===== src/rtl/fp_addsub_pipe_if.sv =====
// Operand-side and result-side valid/ready bundle for fp_addsub_pipe.
// Parameters must match those of the fp_addsub_pipe instance that uses it.
interface fp_addsub_pipe_if #(
    parameter int EXP_W = 8,
    parameter int MAN_W = 23,
    parameter int TAG_W = 4
);
    localparam int W = 1 + EXP_W + MAN_W;

    logic             in_valid;
    logic             in_ready;
    logic [W-1:0]     a;
    logic [W-1:0]     b;
    logic             sub;
    logic [TAG_W-1:0] in_tag;
    logic             out_valid;
    logic             out_ready;
    logic [W-1:0]     s;
    logic [TAG_W-1:0] out_tag;
    logic             overflow;
    logic             underflow;
    logic             invalid;

    modport master (
        output in_valid, a, b, sub, in_tag, out_ready,
        input  in_ready, out_valid, s, out_tag, overflow, underflow, invalid
    );

    modport slave (
        input  in_valid, a, b, sub, in_tag, out_ready,
        output in_ready, out_valid, s, out_tag, overflow, underflow, invalid
    );
endinterface


===== src/rtl/fp_addsub_pipe.sv =====
// Pipelined floating-point adder/subtractor (unpack/align, add/normalize, round/pack), RNE rounding.
// Define FP_ADDSUB_OUTREG_EN to add a fourth output register stage (latency 4 instead of 3).
module fp_addsub_pipe #(
    parameter int EXP_W = 8,
    parameter int MAN_W = 23,
    parameter int TAG_W = 4
) (
    input logic           clk,
    input logic           rst,
    fp_addsub_pipe_if.slave io
);
    localparam int W   = 1 + EXP_W + MAN_W;
    localparam int SW  = MAN_W + 4;
    localparam int LZW = $clog2(SW);
    localparam int XW  = EXP_W + LZW + 2;
    localparam logic [EXP_W-1:0] EXP_ONES = '1;
    localparam logic [W-1:0] QNAN = {1'b0, {EXP_W{1'b1}}, 1'b1, {(MAN_W-1){1'b0}}};

    logic en;
    logic last_valid;

    assign en          = io.out_ready || !last_valid;
    assign io.in_ready = en;

    logic             sign_a, sign_b;
    logic [EXP_W-1:0] exp_a, exp_b, exp_diff;
    logic [MAN_W-1:0] frac_a, frac_b;
    logic             zero_a, zero_b, inf_a, inf_b, nan_a, nan_b, a_big;
    logic [SW-1:0]    big_sig, small_sig, small_aligned, shift_mask;
    logic             spec_c, inv_c;
    logic [W-1:0]     spec_val_c;

    // Unpack, classify, order by magnitude and align the smaller significand with G/R/S.
    always_comb begin
        sign_a = io.a[W-1];
        sign_b = io.b[W-1] ^ io.sub;
        exp_a  = io.a[W-2:MAN_W];
        exp_b  = io.b[W-2:MAN_W];
        frac_a = io.a[MAN_W-1:0];
        frac_b = io.b[MAN_W-1:0];
        zero_a = (exp_a == '0);
        zero_b = (exp_b == '0);
        inf_a  = (exp_a == EXP_ONES) && (frac_a == '0);
        inf_b  = (exp_b == EXP_ONES) && (frac_b == '0);
        nan_a  = (exp_a == EXP_ONES) && (frac_a != '0);
        nan_b  = (exp_b == EXP_ONES) && (frac_b != '0);
        a_big  = (io.a[W-2:0] >= io.b[W-2:0]);

        big_sig   = a_big ? {1'b1, frac_a, 3'b000} : {1'b1, frac_b, 3'b000};
        small_sig = a_big ? {1'b1, frac_b, 3'b000} : {1'b1, frac_a, 3'b000};
        exp_diff  = a_big ? (exp_a - exp_b) : (exp_b - exp_a);

        shift_mask    = '0;
        small_aligned = '0;
        if (32'(exp_diff) >= 32'(MAN_W + 3)) begin
            small_aligned = {{(SW-1){1'b0}}, 1'b1};
        end else begin
            shift_mask       = ~({SW{1'b1}} << exp_diff);
            small_aligned    = small_sig >> exp_diff;
            small_aligned[0] = small_aligned[0] | (|(small_sig & shift_mask));
        end

        spec_c     = 1'b1;
        inv_c      = 1'b0;
        spec_val_c = '0;
        if (nan_a || nan_b) begin
            spec_val_c = QNAN;
            inv_c      = 1'b1;
        end else if (inf_a && inf_b && (sign_a != sign_b)) begin
            spec_val_c = QNAN;
            inv_c      = 1'b1;
        end else if (inf_a) begin
            spec_val_c = {sign_a, EXP_ONES, {MAN_W{1'b0}}};
        end else if (inf_b) begin
            spec_val_c = {sign_b, EXP_ONES, {MAN_W{1'b0}}};
        end else if (zero_a && zero_b) begin
            spec_val_c = {sign_a & sign_b, {(W-1){1'b0}}};
        end else if (zero_a) begin
            spec_val_c = {sign_b, io.b[W-2:0]};
        end else if (zero_b) begin
            spec_val_c = io.a;
        end else begin
            spec_c = 1'b0;
        end
    end

    logic             s1_valid, s1_special, s1_invalid, s1_sign, s1_eff_sub;
    logic [W-1:0]     s1_spec_val;
    logic [EXP_W-1:0] s1_exp;
    logic [SW-1:0]    s1_big_sig, s1_small_sig;
    logic [TAG_W-1:0] s1_tag;

    always_ff @(posedge clk or posedge rst) begin
        if (rst) begin
            s1_valid     <= 1'b0;
            s1_special   <= 1'b0;
            s1_invalid   <= 1'b0;
            s1_sign      <= 1'b0;
            s1_eff_sub   <= 1'b0;
            s1_spec_val  <= '0;
            s1_exp       <= '0;
            s1_big_sig   <= '0;
            s1_small_sig <= '0;
            s1_tag       <= '0;
        end else if (en) begin
            s1_valid     <= io.in_valid;
            s1_special   <= spec_c;
            s1_invalid   <= inv_c;
            s1_sign      <= a_big ? sign_a : sign_b;
            s1_eff_sub   <= sign_a ^ sign_b;
            s1_spec_val  <= spec_val_c;
            s1_exp       <= a_big ? exp_a : exp_b;
            s1_big_sig   <= big_sig;
            s1_small_sig <= small_aligned;
            s1_tag       <= io.in_tag;
        end
    end

    logic [SW:0]    sum;
    logic [LZW-1:0] lzc;
    logic [SW-1:0]  norm_sig;
    logic [XW-1:0]  norm_exp;

    // Magnitude add/subtract; the swap guarantees a non-negative difference.
    always_comb begin
        sum = s1_eff_sub ? ({1'b0, s1_big_sig} - {1'b0, s1_small_sig})
                         : ({1'b0, s1_big_sig} + {1'b0, s1_small_sig});
        lzc = '0;
        for (int i = 0; i < SW; i++) begin
            if (sum[i]) lzc = LZW'(SW - 1 - i);
        end
        if (sum[SW]) begin
            norm_sig    = sum[SW:1];
            norm_sig[0] = sum[1] | sum[0];
            norm_exp    = XW'(s1_exp) + XW'(1);
        end else begin
            norm_sig = sum[SW-1:0] << lzc;
            norm_exp = XW'(s1_exp) - XW'(lzc);
        end
    end

    logic             s2_valid, s2_special, s2_invalid, s2_sign;
    logic [W-1:0]     s2_spec_val;
    logic [XW-1:0]    s2_exp;
    logic [SW-1:0]    s2_sig;
    logic [TAG_W-1:0] s2_tag;

    always_ff @(posedge clk or posedge rst) begin
        if (rst) begin
            s2_valid    <= 1'b0;
            s2_special  <= 1'b0;
            s2_invalid  <= 1'b0;
            s2_sign     <= 1'b0;
            s2_spec_val <= '0;
            s2_exp      <= '0;
            s2_sig      <= '0;
            s2_tag      <= '0;
        end else if (en) begin
            s2_valid    <= s1_valid;
            s2_special  <= s1_special;
            s2_invalid  <= s1_invalid;
            s2_sign     <= s1_sign;
            s2_spec_val <= s1_spec_val;
            s2_exp      <= norm_exp;
            s2_sig      <= norm_sig;
            s2_tag      <= s1_tag;
        end
    end

    logic             round_up;
    logic [MAN_W:0]   frac_r;
    logic [XW-1:0]    exp_r;
    logic [W-1:0]     res_c;
    logic             ovf_c, unf_c, inv3_c;

    // A normalized nonzero significand always has its top bit set, so a clear top bit means exact zero.
    always_comb begin
        round_up = s2_sig[2] & (s2_sig[1] | s2_sig[0] | s2_sig[3]);
        frac_r   = {1'b0, s2_sig[SW-2:3]} + (MAN_W+1)'(round_up);
        exp_r    = s2_exp + XW'(frac_r[MAN_W]);
        ovf_c    = 1'b0;
        unf_c    = 1'b0;
        inv3_c   = 1'b0;
        res_c    = '0;
        if (s2_special) begin
            res_c  = s2_spec_val;
            inv3_c = s2_invalid;
        end else if (!s2_sig[SW-1]) begin
            res_c = '0;
        end else if (s2_exp[XW-1] || (s2_exp == '0)) begin
            res_c = {s2_sign, {(W-1){1'b0}}};
            unf_c = 1'b1;
        end else if (exp_r >= XW'(EXP_ONES)) begin
            res_c = {s2_sign, EXP_ONES, {MAN_W{1'b0}}};
            ovf_c = 1'b1;
        end else begin
            res_c = {s2_sign, exp_r[EXP_W-1:0], frac_r[MAN_W-1:0]};
        end
    end

    logic             s3_valid, s3_ovf, s3_unf, s3_inv;
    logic [W-1:0]     s3_s;
    logic [TAG_W-1:0] s3_tag;

    always_ff @(posedge clk or posedge rst) begin
        if (rst) begin
            s3_valid <= 1'b0;
            s3_ovf   <= 1'b0;
            s3_unf   <= 1'b0;
            s3_inv   <= 1'b0;
            s3_s     <= '0;
            s3_tag   <= '0;
        end else if (en) begin
            s3_valid <= s2_valid;
            s3_ovf   <= ovf_c;
            s3_unf   <= unf_c;
            s3_inv   <= inv3_c;
            s3_s     <= res_c;
            s3_tag   <= s2_tag;
        end
    end

`ifdef FP_ADDSUB_OUTREG_EN
    logic             s4_valid, s4_ovf, s4_unf, s4_inv;
    logic [W-1:0]     s4_s;
    logic [TAG_W-1:0] s4_tag;

    always_ff @(posedge clk or posedge rst) begin
        if (rst) begin
            s4_valid <= 1'b0;
            s4_ovf   <= 1'b0;
            s4_unf   <= 1'b0;
            s4_inv   <= 1'b0;
            s4_s     <= '0;
            s4_tag   <= '0;
        end else if (en) begin
            s4_valid <= s3_valid;
            s4_ovf   <= s3_ovf;
            s4_unf   <= s3_unf;
            s4_inv   <= s3_inv;
            s4_s     <= s3_s;
            s4_tag   <= s3_tag;
        end
    end

    assign last_valid   = s4_valid;
    assign io.s         = s4_s;
    assign io.out_tag   = s4_tag;
    assign io.overflow  = s4_ovf;
    assign io.underflow = s4_unf;
    assign io.invalid   = s4_inv;
`else
    assign last_valid   = s3_valid;
    assign io.s         = s3_s;
    assign io.out_tag   = s3_tag;
    assign io.overflow  = s3_ovf;
    assign io.underflow = s3_unf;
    assign io.invalid   = s3_inv;
`endif

    assign io.out_valid = last_valid;
endmodule


===== src/flat_wrapper.sv =====
// flat-port wrapper written by rule: the top's interface ports become plain ports
module fp_addsub_pipe_flat 
#(
    parameter int EXP_W = 8,
    parameter int MAN_W = 23,
    parameter int TAG_W = 4
)
  (clk, rst, io_in_valid, io_a, io_b, io_sub, io_in_tag, io_out_ready, io_in_ready, io_out_valid, io_s, io_out_tag, io_overflow, io_underflow, io_invalid);
  fp_addsub_pipe_if #(.EXP_W(EXP_W), .MAN_W(MAN_W), .TAG_W(TAG_W)) io_i ();
  input logic clk;
  input logic rst;
  input wire logic [$bits(io_i.in_valid)-1:0] io_in_valid;
  input wire logic [$bits(io_i.a)-1:0] io_a;
  input wire logic [$bits(io_i.b)-1:0] io_b;
  input wire logic [$bits(io_i.sub)-1:0] io_sub;
  input wire logic [$bits(io_i.in_tag)-1:0] io_in_tag;
  input wire logic [$bits(io_i.out_ready)-1:0] io_out_ready;
  output wire logic [$bits(io_i.in_ready)-1:0] io_in_ready;
  output wire logic [$bits(io_i.out_valid)-1:0] io_out_valid;
  output wire logic [$bits(io_i.s)-1:0] io_s;
  output wire logic [$bits(io_i.out_tag)-1:0] io_out_tag;
  output wire logic [$bits(io_i.overflow)-1:0] io_overflow;
  output wire logic [$bits(io_i.underflow)-1:0] io_underflow;
  output wire logic [$bits(io_i.invalid)-1:0] io_invalid;
  assign io_i.in_valid = io_in_valid;
  assign io_i.a = io_a;
  assign io_i.b = io_b;
  assign io_i.sub = io_sub;
  assign io_i.in_tag = io_in_tag;
  assign io_i.out_ready = io_out_ready;
  assign io_in_ready = io_i.in_ready;
  assign io_out_valid = io_i.out_valid;
  assign io_s = io_i.s;
  assign io_out_tag = io_i.out_tag;
  assign io_overflow = io_i.overflow;
  assign io_underflow = io_i.underflow;
  assign io_invalid = io_i.invalid;
  fp_addsub_pipe #(.EXP_W(EXP_W), .MAN_W(MAN_W), .TAG_W(TAG_W)) u_core (.clk(clk), .rst(rst), .io(io_i));
endmodule

===== config.mk =====
export PLATFORM = sky130hd
export DESIGN_NAME = fp_addsub_pipe_flat
export DESIGN_NICKNAME = d
export VERILOG_FILES = /design/src/rtl/fp_addsub_pipe_if.sv /design/src/rtl/fp_addsub_pipe.sv /design/src/flat_wrapper.sv
export SDC_FILE = /design/constraint.sdc
export NUM_CORES = 1
export LEC_CHECK = 0
export CORE_UTILIZATION = 60
export CTS_CLUSTER_SIZE = 20
export DETAILED_ROUTE_END_ITERATION = 6
export HOLD_SLACK_MARGIN = 0.12
export PLACE_DENSITY_LB_ADDON = 0.25
export SYNTH_ARGS = -nofsm -noshare
export SYNTH_HDL_FRONTEND = slang
export SYNTH_SLANG_ARGS = --single-unit

===== constraint.sdc =====
create_clock -name clk -period 14.2 [get_ports clk]
set_input_delay 2.13 -clock clk [delete_from_list [all_inputs] [get_ports clk]]
set_output_delay 2.13 -clock clk [all_outputs]
set_load 0.01 [all_outputs]

After elaboration in Yosys (flattened, before gate mapping):

Index checks and enable logic that the tools add are counted.

* bits in registers: 225
* bits in latches: 0
* memory bits (writable): 0
* bits in read-only memories: 0
* input port bits: 73
* output and inout bits: 41
* word-level logic and storage cells: 134
* memories: 0

* $add $sub $neg: 8
* multiply operators: 0
* divide/modulo/power cells: 0
* order comparisons: 3
* eq/ne operators: 3
* shifts and indexed selects: 3
* mux-type cells: 64
* bitwise gates (word level): 10
* reductions and logical operators: 19

Operators by type and width (count)
* $mux 32: 9
* $mux 5: 27
* $mux 31: 2
* $mux 27: 2
* $mux 26: 2
* $logic_not 23->1: 2
* $reduce_bool 23->1: 2
* $ge 31x31->1: 1
* $add 27x27->28: 1
* $mux 28: 1
* $sub 27x27->28: 1
* $and 27x27->27: 1
* $not 27->27: 1
* $reduce_or 27->1: 1
* $shl 27x5->27: 1
* $shl 27x8->27 const A: 1
* $shr 27x8->27: 1
* $add 23x1->24: 1
* $mux 1: 18
* $eq 8x8->1 const B: 2
* $logic_not 8->1: 2
* $mux 8: 2
* $sub 8x8->8: 2
* $add 15x1->15: 1
* other kinds (13): 26

Logic depth before layout (Yosys ltp):

Gate-level depths: netlist of run 1.

* depth in word-level cells: 31
* gate-level depth with buffers: 34
* mapped depth without buffers: 32

Least setup slack after synthesis of run 1:

No wires, ideal clock.

* kind: register -> register
* from: register u_core.s1_small_sig[0]
* to: register u_core.s2_exp[7]
* arrival: 5.925 ns
* required time: 14.065 ns
* setup slack: 8.140 ns
* cell stages (with the launch flop): 33
* period minus slack after synthesis: 6.060 ns
* path through: dfrtp_1 inv_1 ha_1 nand2b_1 nor4_1 nand3b_1 nor2_1 a21oi_1 xnor2_1 ha_1 buf_2 a21o_1 a21o_1 a2111oi_0 o21ai_0 or3_1 a21oi_1 o221ai_1 nor2_1 and2_1 buf_2 inv_1 buf_1 ha_1 inv_1 o21ai_0 and2_1 o21ai_0 nand2_1 nor3_1 a31oi_1 xor2_1 o21ai_0

* cells in the longest elaborated chain, start to end: 31
* elaborated cells between the ends (all ways): 32
* those cells by class: add/sub (3); mux (29)

RTL lines
* from (decl): line fp_addsub_pipe.sv:90 `logic [SW-1:0] s1_big_sig, s1_small_sig;`
* from (signal assigned): line fp_addsub_pipe.sv:114 `s1_small_sig <= small_aligned;`
* $add 27x27->28 / $sub 27x27->28 (equally long branches): line fp_addsub_pipe.sv:127, fp_addsub_pipe.sv:126
* $mux 28 (*): line fp_addsub_pipe.sv:126 `sum = s1_eff_sub ? ({1'b0, s1_big_sig} - {1'b0, s1_small_sig})`
* $mux 5 (27 in a row): line fp_addsub_pipe.sv:130 `if (sum[i]) lzc = LZW'(SW - 1 - i);`
* $sub 8x5->9: line fp_addsub_pipe.sv:138 `norm_exp = XW'(s1_exp) - XW'(lzc);`
* $mux 15 (*): line fp_addsub_pipe.sv:132 `if (sum[SW]) begin`
* to (signal assigned): line fp_addsub_pipe.sv:164 `s2_exp <= norm_exp;`
* to (decl): line fp_addsub_pipe.sv:144 `logic [XW-1:0] s2_exp;`

Mark *: on every way between the ends. The rest lies on a longest branch, timed or not.
A chain may end at the register's enable or synchronous reset.

Worst setup path in the final report of run 1:

* from: register u_core.s1_small_sig[0]
* to: register u_core.s2_exp[8]

The elaborated chain is that of the path after synthesis.

==> impl_metrics.toml, run 1 <==
[clock_tree]
cts_num_sinks = 217
post_cts_resize_count = 0
post_cts_buffers = 0
cts_tree = "built"
hold_buffers = 0
cts_root_buf = "clkbuf_16"
cts_buffers = 24
clk_path_buf_depth = 3
clk_pin_slew_ns = 0.06
insertion_delay_ns = 0.53
cts_max_level = 1

[pwr]
sw_frac_of_total_pct = 50.59
seq_power_share_pct = 20.8
ir_drop_mv = 0.1732
switchingPower_mw = 2.347
combPwrFrac_pct = 65.1
p_per_area_mw_per_mm2 = 234.1
p_clk_share_pct = 14.1
p_leak_nw = 8.635
intPower_mw = 2.292

[route]
drt_iter0_markers = 2281
drtAntennaViolNets = 0
viasPerCell = 6.829
vias = 18309
finalWirelength_mm = 61.37
drc_errors = 0
wl_per_cell_um = 22.89
dr.pass1.iters = 6

[place]
port_buffers = 113
dpl_cell_area_mm2 = 0.01899
gp_congestion = 1.080
dp_hpwl_mm = 45.67

[cells_and_area]
antenna_cells = 0
areaGrowthSynthToFinish_pct = 11.49
fin_util_pct = 68.50
nets = 2431
multiInputGateArea_mm2 = 0.01149
finalInstanceArea_mm2 = 0.01982
nFillCells = 2318
drive_above_1_share_pct = 6.487
seq_area_mm2 = 0.005430

[timing]
finalHoldViolations = 0
rsz0062_at_grt = "false"
post-route-period-util_pct = 58.73
worst_pin_slew_ns = 1.216
period_minus_slack_ns = 8.339
setup_viol = 0
tns_ns = 0
finClkSkew_ns = 0.02191
final-max-slew-violation-count = 0
fmax_ghz = 0.1199
timing.slew.headroom_pct = 18.73

[logic_synthesis]
synth_nets = 2409
postSynthCellCount = 2257
synth_seq_area_share_pct = 30.55
synthFlopType = "dfrtp_1"
avgSynthCellArea_um2 = 7.876
synth_edf_count = 0
synthArstFlopShare_pct = 100.0
ys_types = 103
syn_area_mm2 = 0.01778
synth-seq-cells = 217
yosys_warnings = 0

[hold_path]
min_to = "u_core.s1_tag[3]$_DFFE_PP0P_"
min_from = "u_core.s1_tag[3]$_DFFE_PP0P_"
holdPathStages = 2
hp-class = "register to register"

[setup_path]
r2r-start = "u_core.s1_small_sig[0]$_DFFE_PP0P_"
regToRegSetupSlack_ns = 5.86
critical_path_class = "register to register"
worst-endpoint-arrival_ns = 8.77
reg2reg_depth = 26
critPathRequiredTime_ns = 14.63
cp_max_fo = 27
crit_path_end_kind = "register"
cp-start-kind = "register"
r2r-end = "u_core.s2_exp[8]$_DFFE_PP0P_"

[global_routing]
grt_pass1_vias = 16848
antenna_found_initial = 3
track_usage_pct = 40.12
grt_max_degree = 149
grt_overflow = 0
grt_pass1_wl_mm = 96.05

[job]
cap_violations = 0

[floorplanning]
core_mm2 = 0.02894
fp.dieW_um = 174.1
fp.dieArea_mm2 = 0.03032
io_pins = 114
rows = 62
chipHeight_um = 174.1
initial_core_util_pct = 61.44

[run_status]
outcome = "finished, final reports clean"
-- state kept, by name, indices dropped and copies added, names as in the netlist, 4 cells and up --
signal,cells
u_core.io.out_tag,4
u_core.io.s,32
u_core.s1_big_sig,24
u_core.s1_exp,8
u_core.s1_small_sig,27
u_core.s1_spec_val,32
u_core.s1_tag,4
u_core.s2_exp,10
u_core.s2_sig,27
u_core.s2_spec_val,32
u_core.s2_tag,4
-- cells by family after synthesis --
kind of cell               count (synthesis)  share of synthesized area (%)
buffers and inverters                    217                          4.976
and+or+nand+nor                          895                          22.72
DFF                                      217                          30.55
muxes                                     85                          5.842
AOI/OAI and AO/OA                        684                          25.99
adders and majority gates                 79                          5.687
xor gates and xnor gates                  80                          4.237
-- per-stage QoR --
| stage | std cells | worst slack [ns] | hold WS (ns) | power, mW |
|---|---|---|---|---|
| global route | 2681 | 5.292 | 0.4977 | 4.910 |
| floorplan | 2257 | 6.134 | 0.4300 | 3.018 |
| CTS | 2681 | 6.213 | 0.4697 | 4.551 |
| finish | 2681 | 5.861 | 0.4641 | 4.639 |
| global placement | 2637 | 6.313 | 0.4490 | 3.834 |
| detailed placement | 2637 | 6.237 | 0.4559 | 3.874 |
-- layout make-up --
type,instances,area share [%]
multi-input cells,1823,58.00
flip-flops and latches,217,27.40
repair buffers,132,6.426
clock buffers,34,3.472
well taps,384,2.424
inverters,81,1.584
clock inverters,10,0.7007
-- layout by cell type, fill, tap and decap left out, types with 24 or more instances in the layout --
cell,count
nand2_1,387
nor2_1,222
dfrtp_1,217
a21oi_1,177
o21ai_0,148
clkdlybuf4s50_1,113
inv_1,76
ha_1,76
nor3_1,63
mux2i_1,54
xnor2_1,51
nand3_1,36
a221oi_1,31
a22oi_1,30
nand4_1,27
a21o_1,26
o22ai_1,25
a31oi_1,24
clkbuf_16,24
-- cells in the mapped netlist (7+ instances only) --
library cell,n,area (µm²)
xnor2_1,52,455.4
mux2_2,17,191.4
a21oi_1,177,885.9
o22ai_1,25,156.4
a21o_1,26,195.2
o21ai_1,10,50.05
mux2i_1,54,540.5
or3_1,13,81.33
nand2b_1,12,75.07
o21ai_0,148,740.7
nand2_1,388,1456
nor4_1,23,143.9
o21a_1,19,142.6
nand4_1,27,168.9
dfrtp_1,217,5430
o311ai_0,7,61.31
and2_1,21,131.4
o31ai_1,10,75.07
a32oi_1,8,70.07
nor3_1,63,315.3
mux4_2,13,292.8
xor2_1,24,210.2
inv_1,78,292.8
nor3b_1,8,60.06
a31oi_1,24,150.1
or2_2,7,43.79
a211oi_1,17,127.6
ha_1,76,950.9
nor2b_1,24,150.1
a22oi_1,30,225.2
nand3_1,36,180.2
nor2_1,223,837.1
o211ai_1,19,142.6
a221oi_1,31,271.5
and3_1,18,112.6
buf_1,14,52.55
a211o_1,8,70.07
o221ai_1,8,70.07
a22o_1,15,131.4
clkbuf_1,95,356.6
buf_2,20,100.1
-- metal layers --
| layer | global-route usage, % | vias up | share of wire [%] |
|---|---|---|---|
| li1 | - | 8235 | - |
| met1 | 57.16 | 8739 | 41 |
| met2 | 60.82 | 1137 | 44 |
| met3 | 6.015 | 194 | 9.9 |
| met4 | 16.89 | 4 | 4.8 |
| met5 | 0 | - | 0.042 |
-- how the worst max path moves through the flow --
stage / from / to / slack, ns / cells past startpoint
final: u_core.s1_small_sig[0]$_DFFE_PP0P_ / u_core.s2_exp[8]$_DFFE_PP0P_ / 5.86 / 26
after global placement: io_b[23] / u_core.s1_small_sig[0]$_DFFE_PP0P_ / 6.31 / 17
after detailed placement: u_core.s1_small_sig[0]$_DFFE_PP0P_ / u_core.s2_exp[7]$_DFFE_PP0P_ / 6.24 / 28
after global routing: u_core.s1_small_sig[0]$_DFFE_PP0P_ / u_core.s2_exp[7]$_DFFE_PP0P_ / 5.29 / 28
after floorplan: rst / u_core.io.invalid$_DFFE_PP0P_ / 6.13 / 1
after CTS: u_core.s1_small_sig[0]$_DFFE_PP0P_ / u_core.s2_exp[8]$_DFFE_PP0P_ / 6.21 / 26
-- critical path, stage by stage, from the launching register on --
cell       delay, ns
dfrtp_1         0.50
inv_1           0.23
ha_1            0.29
nand2b_1        0.11
nor4_1          0.64
nand3b_1        0.24
nor2_1          0.27
a21oi_1         0.13
xnor2_1         0.18
ha_1            0.39
a21o_1          0.22
a21o_1          0.19
a2111oi_0       0.86
o21a_1          0.25
nand2_1         0.07
a311oi_2        0.61
nand2_1         0.18
nor2_2          0.82
inv_2           0.46
fa_1            0.56
nand2_1         0.09
nand2_1         0.05
a21oi_1         0.21
o21ai_0         0.15
nor4_1          0.26
a31oi_1         0.08
o21ai_0         0.19
-- power groups by stage --
| stage | combinational [mW] | sequential, mW | clock, mW |
|---|---|---|---|
| detailed placement | 2.91 | 0.966 | 0 |
| global route | 3.25 | 0.982 | 0.677 |
| finish | 3.02 | 0.967 | 0.654 |
| floorplan | 2.09 | 0.925 | 0 |
| CTS | 2.93 | 0.961 | 0.655 |
| global placement | 2.88 | 0.958 | 0 |
Power figures use the tool's default switching activity.
==> run 2, diff against run 1 <==
--- a/config.mk
+++ b/config.mk
@@ -5,7 +5,7 @@
 export SDC_FILE = /design/constraint.sdc
 export NUM_CORES = 1
 export LEC_CHECK = 0
-export CORE_UTILIZATION = 60
+export CORE_UTILIZATION = 55
 export CTS_CLUSTER_SIZE = 20
 export DETAILED_ROUTE_END_ITERATION = 6
 export HOLD_SLACK_MARGIN = 0.12
==> constraint.sdc (replaced) <==
create_clock -name clk -period 7.2 [get_ports clk]
set_input_delay 1.08 -clock clk [delete_from_list [all_inputs] [get_ports clk]]
set_output_delay 1.08 -clock clk [all_outputs]
set_load 0.01 [all_outputs]
==> impl_metrics.toml, run 2 (same netlist as run 1, synthesis figures left out) <==
[route]
drc_errors = 0
wl_per_cell_um = 22.38
viasPerCell = 6.558
drt_iter0_markers = 1981
vias = 17884
dr.pass1.iters = 6
drtAntennaViolNets = 0
finalWirelength_mm = 61.03

[job]
cap_violations = 0

[cells_and_area]
antenna_cells = 0
final_cell_mix = "nand2_1, nor2_1, dfrtp_1, a21oi_1, o21ai_0"
drive_above_1_share_pct = 8.043
multiInputGateArea_mm2 = 0.01154
finalInstanceArea_mm2 = 0.02013
nets = 2459
fin_util_pct = 63.46
nFillCells = 2807
seq_area_mm2 = 0.005430
areaGrowthSynthToFinish_pct = 13.23
final_common_cell = "nand2_1"

[floorplanning]
chipHeight_um = 181.8
rows = 65
io_pins = 114
initial_core_util_pct = 56.05
core_mm2 = 0.03172
fp.dieArea_mm2 = 0.03304
fp.dieW_um = 181.8

[run_status]
outcome = "finished, final reports clean"

[place]
dp_hpwl_mm = 46.01
dpl_cell_area_mm2 = 0.01923
gp_congestion = 1.003
port_buffers = 113
place_ws_ns = 0.4404

[global_routing]
grt_max_degree = 233
grt_pass1_wl_mm = 94.64
antenna_found_initial = 0
grt_overflow = 0
track_usage_pct = 36.69
grt_pass1_vias = 16461

[clock_tree]
clk_path_buf_depth = 3
post_cts_buffers = 0
clk_pin_slew_ns = 0.07
cts_num_sinks = 217
cts_root_buf = "clkbuf_16"
cts_max_level = 1
cts_buffers = 24
cts_tree = "built"
insertion_delay_ns = 0.55

[timing]
finalHoldViolations = 0
final-max-slew-violation-count = 0
fmax_ghz = 0.1478
period_minus_slack_ns = 6.766
finClkSkew_ns = 0.01697
setup_viol = 0
post-route-period-util_pct = 93.98
timing.slew.headroom_pct = 26.96
worst_pin_slew_ns = 1.093
worst_slack_ns = 0.4337

[pwr]
ir_drop_mv = 0.4003
p_per_area_mw_per_mm2 = 463.9
p_leak_nw = 8.791

[setup_path]
slowest_delay_ns = 0.48
cp-start-kind = "register"
critical_path_class = "register to register"
cp_max_fo = 15
critPathSlowestCell = "dfrtp_1"
reg2reg_depth = 28
worst-endpoint-arrival_ns = 7.16
crit_path_end_kind = "register"
regToRegSetupSlack_ns = 0.43
critPathRequiredTime_ns = 7.59

[hold_path]
hp-class = "register to register"
holdPathStages = 2
-- run 2: cell types whose count changed in the layout (fill, tap and decap cells not counted), moves of 2 or more --
cell and delta:
buf_4 +27, clkbuf_1 -2, xnor2_2 +2, xnor2_1 -2, nor4_2 +2, clkinvlp_4 +2
nor4_1 -2, clkbuf_8 -3
-- run 2: path summary, 6_finish.rpt --
check                                                    to                                from
setup / recovery               u_core.s2_exp[6]$_DFFE_PP0P_  u_core.s1_small_sig[0]$_DFFE_PP0P_
hold / removal             u_core.io.out_tag[1]$_DFFE_PP0P_    u_core.io.out_tag[1]$_DFFE_PP0P_
setup reg to reg               u_core.s2_exp[6]$_DFFE_PP0P_  u_core.s1_small_sig[0]$_DFFE_PP0P_
hold reg to reg            u_core.io.out_tag[1]$_DFFE_PP0P_    u_core.io.out_tag[1]$_DFFE_PP0P_
max in group asynchronous     u_core.s2_sig[23]$_DFFE_PP0P_                                 rst
min in group asynchronous   u_core.io.underflow$_DFFE_PP0P_                                 rst
-- run 2: cell type report --
cell class | count | share of cell area (%)
Sequential cell | 217 | 26.98
Multi-Input combinational cell | 1823 | 57.34
Inverter | 81 | 1.560
Clock buffer | 29 | 3.176
Timing Repair Buffer | 160 | 7.434
Tap cell | 402 | 2.499
Clock inverter | 15 | 1.013
-- run 2: critical path: cells and delay by family (launching register included) --
kind	cells	cell delay, ns
AO/OA/AOI/OAI	12	2.95
XOR/XNOR	3	0.57
adder cells (fa/ha/maj)	4	1.31
buffers and inverters	4	0.70
flip-flops	1	0.48
AND/OR/NAND/NOR	5	0.59
-- run 2: per-layer routing --
metal	vias to the layer above	GRT usage (%)	share of wire (%)
li1	8308	-	-
met1	8553	53.60	45
met2	870	53.63	42
met3	153	5.335	8.2
met4	0	16.37	4.9
met5	-	0	0
-- run 2: report_power, final --
| group | total [mW] | internal, mW | switching [mW] | leakage (nW) |
|---|---|---|---|---|
| Clock | 1.32 | 0.783 | 0.534 | 0.407 |
| Combinational | 6.12 | 2.30 | 3.82 | 5.62 |
| Sequential | 1.90 | 1.56 | 0.336 | 2.77 |
| Total | 9.34 | 4.64 | 4.70 | 8.79 |
-- run 2: what timing repair did --
| item | in CTS | in global routing |
|---|---|---|
| setup endpoints to repair | 0 | 9 |
| gates resized for setup | 0 | 11 |
| hold buffers | 0 | 0 |
-- run 2: stage by stage --
step,hold WS (ns),setup TNS (ns),total power [mW],cells
final,0.4634,0,9.339,2727
after global routing,0.4781,-0.02996,9.924,2727
after CTS,0.4652,0,9.145,2727
after detailed placement,0.4507,0,7.799,2683
after global placement,0.4480,0,7.800,2683
after floorplan,0.4300,0,5.953,2257
